**src/rtl/sign_extend.sv**
```systemverilog
// Registered sign/zero extension of an immediate field of selectable width.
// Optional zero-extend select is built in when SIGN_EXTEND_ZEXT_EN is defined.
module sign_extend #(
    parameter int IN_W  = 21,
    parameter int OUT_W = 32
) (
    input  logic             clk,
    input  logic             rst_n,
    input  logic             in_valid,
    input  logic [IN_W-1:0]  A,
    input  logic [1:0]       width_sel,
`ifdef SIGN_EXTEND_ZEXT_EN
    input  logic             zext,
`endif
    output logic [OUT_W-1:0] out,
    output logic             out_valid
);

    // Field width selected by each width_sel code.
    function automatic int field_w(input int sel);
        case (sel)
            0:       return IN_W;
            1:       return 16;
            2:       return 12;
            default: return 8;
        endcase
    endfunction

    logic             zero_fill;
    logic [OUT_W-1:0] ext [4];
    logic [OUT_W-1:0] ext_sel;

`ifdef SIGN_EXTEND_ZEXT_EN
    assign zero_fill = zext;
`else
    assign zero_fill = 1'b0;
`endif

    // One extender per width code; a field wider than A is clamped to IN_W.
    for (genvar k = 0; k < 4; k++) begin : g_width
        localparam int W   = field_w(k);
        localparam int EFF = (W < IN_W) ? W : IN_W;

        if (EFF >= OUT_W) begin : g_trunc
            assign ext[k] = A[OUT_W-1:0];
        end else begin : g_ext
            logic fill;
            assign fill   = A[EFF-1] & ~zero_fill;
            assign ext[k] = {{(OUT_W-EFF){fill}}, A[EFF-1:0]};
        end
    end

    always_comb begin
        ext_sel = ext[width_sel];
    end

    // NOTE: sequential state uses non-blocking assignments so every register
    // samples pre-edge values; the data register is reset too, so no stale
    // result can ever be observed after reset.
    always_ff @(posedge clk or negedge rst_n) begin
        if (!rst_n) begin
            out       <= '0;
            out_valid <= 1'b0;
        end else begin
            out_valid <= in_valid;
            if (in_valid) begin
                out <= ext_sel;
            end
        end
    end

endmodule

```
**config.mk**
```make
export PLATFORM = sky130hd
export DESIGN_NAME = sign_extend
export DESIGN_NICKNAME = d
export VERILOG_FILES = /design/src/rtl/sign_extend.sv
export SDC_FILE = /design/constraint.sdc
export NUM_CORES = 1
export LEC_CHECK = 0
export BUFFER_PORTS_ARGS = -buffer_cell sky130_fd_sc_hd__buf_2
export CORE_ASPECT_RATIO = 1.25
export CORE_MARGIN = 3
export CORE_UTILIZATION = 40
export CTS_CLUSTER_DIAMETER = 150
export DETAILED_ROUTE_END_ITERATION = 6
export PLACE_DENSITY = 0.79
export SETUP_SLACK_MARGIN = 0.4
export SLEW_MARGIN = 20
export SYNTH_ARGS = -nofsm -noshare
export SYNTH_HDL_FRONTEND = slang
export SYNTH_SLANG_ARGS = --single-unit
```
**constraint.sdc**
```tcl
create_clock -name clk -period 3.2 [get_ports clk]
set_clock_uncertainty 0.2 [all_clocks]
set_input_delay 0.16 -clock clk [delete_from_list [all_inputs] [get_ports clk]]
set_output_delay 0.16 -clock clk [all_outputs]
set_load 0.02 [all_outputs]
```
Word level (Yosys, flattened, before mapping). Cells that the tools add are included.

Logic and storage cells: 7. Register bits after elaboration: 33. Output and inout bits: 33. Input port bits: 26.

Mux-type cells: 3. Bitwise logic cells: 1. Magnitude comparators: 1.

Operators with widths (number): 32-bit binary-select mux with 2-bit select (1); 32-bit two-way mux (2); 3-bit >= comparator, second input constant (1); 2-bit inverter with 3-bit output (1).

Logic depth before layout (Yosys ltp).
Depth after elaboration: 4. Depth in mapped cells: 4. Depth with buffers taken out: 3.

Worst setup path after synthesis. No wires, ideal clock.

Path kind: register to register. Start point: reg out[30] (netlist name). End point: reg out[30]. Library setup time: 125 ps. Required time: 2875 ps. Data arrival time: 870 ps. Slack: 2005 ps. Clock period less this slack: 1195 ps. Buffers on the path: 0. Stages on the path, launching flop included: 4. Cells stage by stage: dfrtp_1 -> nor2b_1 -> a21oi_1 -> nand2_1.

RTL lines: end signal, assigned (line 67) `out <= ext_sel;`; end, declared (line 15) `output logic [OUT_W-1:0] out,`.

==> impl_metrics.json <==
{
  "min_from": "A[20]",
  "power.density_mw_per_mm2": 464,
  "grt_use_met3": 0.0331,
  "regArea_um2": 551,
  "min_path_type": "input port to flop",
  "diodes": 0,
  "cts_hold_buf": 16,
  "die_h_um": 63.4,
  "cts.path.max_buffers": 2,
  "path_class": "flop to primary output",
  "post_drt_via_cell_ratio": 4.54,
  "regToRegEndpoint": "out[30]",
  "path_buf_inv": 1,
  "grt_setup_unrepaired": "no",
  "cp.arrival_ns": 1.04,
  "grt_max_degree": 33,
  "firstDrtPassIters": 4,
  "ys_seq_area_frac": 0.521,
  "synthTopCellsByArea": "dfrtp_1, mux2_2, buf_4",
  "hold_depth": 4,
  "clk_pin_slew_ns": 0.12,
  "areaGrowthSynthToFinish_pct": 38.6,
  "dr.first_iter.drc_count": 18,
  "port_buffers": 58,
  "startpoint_type": "flop",
  "use_met2": 0.314,
  "postRouteAntennaNets": 0,
  "core_mm2": 0.00248,
  "r2r_start": "out[30]",
  "hold_viol_final": 0,
  "cp_top_family": "flip-flops",
  "vias": 868,
  "wl_per_cell_um": 13.1,
  "ys_ff_latch": 22,
  "yosys_warnings": 0,
  "start_util": 0.426,
  "track_usage": 0.162,
  "fin_area_mm2": 0.00146,
  "dpl_cell_area_mm2": 0.00127,
  "reg2reg_depth": 3,
  "hold_end": "out[30]",
  "period_share": 0.437,
  "slowest_stage": "dfrtp_1",
  "post_cts_resized": 0,
  "cts_tree": "built",
  "h-tree-depth": 1,
  "worstSetupEndpointType": "primary output",
  "setup_tns_ns": 0,
  "worstPathRequired_ns": 2.84,
  "gp_congestion": 0.718,
  "drt-total-wl_mm": 2.50,
  "dieWidth_um": 52.0,
  "crit_path_max_fanout": 13,
  "p_leak_nw": 0.734,
  "grt.met1_usage": 0.171,
  "syn-num-nets": 121,
  "synth.avg_cell_area_um2": 11.1,
  "antenna_found_initial": 0,
  "synth_top_area_frac": 0.521,
  "max_cap_viol_count": 0,
  "grt_first_pass_wirelength_mm": 4.14,
  "synthCells": 95,
  "yosys.area.top_type": "dfrtp_1",
  "cts_made_buffers": 3,
  "relSlewSlack": 0.628,
  "reg2reg_slack_ns": 2.03,
  "dieArea_mm2": 0.00330,
  "max_stage_delay_ns": 0.52,
  "grt_pass1_vias": 982,
  "ir_drop_mv": 0.370,
  "fillCellCount": 216,
  "fmax_mhz": 715,
  "multi_input_area_um2": 385,
  "status": "finished clean",
  "layout-drive-gt1-share": 0.494,
  "cp_cell_sequence": "buf_2",
  "gr-total-overflow": 0,
  "row_count": 20,
  "clk_latency_ns": 0.29,
  "fin_nets": 185,
  "route.detailed.drc": 0,
  "ys_types": 14,
  "clockRootBuffer": "clkbuf_4",
  "cts_sinks": 22,
  "top_usage_layer": "met2",
  "synthesis.area_mm2": 0.00106,
  "min_period_ns": 1.40,
  "report.final.slew_viol_count": 0,
  "setup_violations": 0,
  "postCtsSetupBuffers": 0,
  "io_pins": 59,
  "dp_hpwl_mm": 1.70,
  "worstMarginPinSlew_ns": 0.559
}
Yosys cell counts:
cell      instances
and3_2            1
nand3_1           1
a21oi_1          13
nor2b_1           6
mux2_4            1
mux2_2           13
buf_6             2
buf_4            13
nand2b_1          4
dfrtp_1          22
nand2_1           6
nand2_2           1
nor2_1            8
a31oi_1           4
worst max path at each step:
stage	start	to	slack (ns)	cells after the start
after floorplan	out[30]	out[30]	2.00	3
after global placement	in_valid	out[16]	1.83	4
after detailed placement	in_valid	out[19]	1.73	4
after CTS	out[30]	out[27]	1.79	1
after global routing	out[30]	out[24]	1.70	1
final	out[30]	out[29]	1.80	1
worst reg2reg max path, delay by kind of cell, from the launching register on:
family	cells	cell delay [ns]
AO/OA/AOI/OAI	1	0.14
flip-flops	1	0.49
AND/OR/NAND/NOR	2	0.23
cell families after synthesis:
group,after synthesis,synth area share
simple gates,27,0.127
flops,22,0.521
compound gates,17,0.0853
buf+inv,15,0.114
mux,14,0.153
cell usage in the layout, fill, tap and decap left out, types with 3 or more instances in the layout:
master         count
dfrtp_1           22
nand2_1            6
nand2b_1           4
mux2_2            13
nor2_1             8
buf_2             58
nor2b_1            6
clkbuf_4           3
dlygate4sd3_1     16
a31oi_1            4
a21oi_1           13
sequential cells by signal, summed over array words and instances, names as in the netlist:
name,flops
out,21
out_valid,1
through the flow:
step           setup WS, ns  hold slack, ns  power [mW]   util  cells
3_5_place_dp           1.73         -0.0566       0.522  0.512    171
6_report               1.80         0.00535       0.679  0.591    191
2_1_floorplan          2.00          -0.336       0.470      -     95
3_3_place_gp           1.83         -0.0712       0.517  0.512    171
4_1_cts                1.79         0.00567       0.683  0.591    191
5_1_grt                1.70         0.00379       0.722  0.591    191
layer usage:
metal,share of wire,up-vias
li1,-,432
met1,0.35,411
met2,0.59,23
met3,0.050,2
met4,0.0056,0
met5,0,-
power by group:
part / internal, mW / switching, mW
logic: 0.0852 / 0.121
clock network: 0.0692 / 0.0793
registers: 0.307 / 0.0171
final cells by class:
cell class	count	area share
sequential	22	0.376
timing repair buffer	74	0.308
multi-input combinational	58	0.263
tap	33	0.0282
clock buffer	4	0.0248
Power figures use the tool's default switching activity.
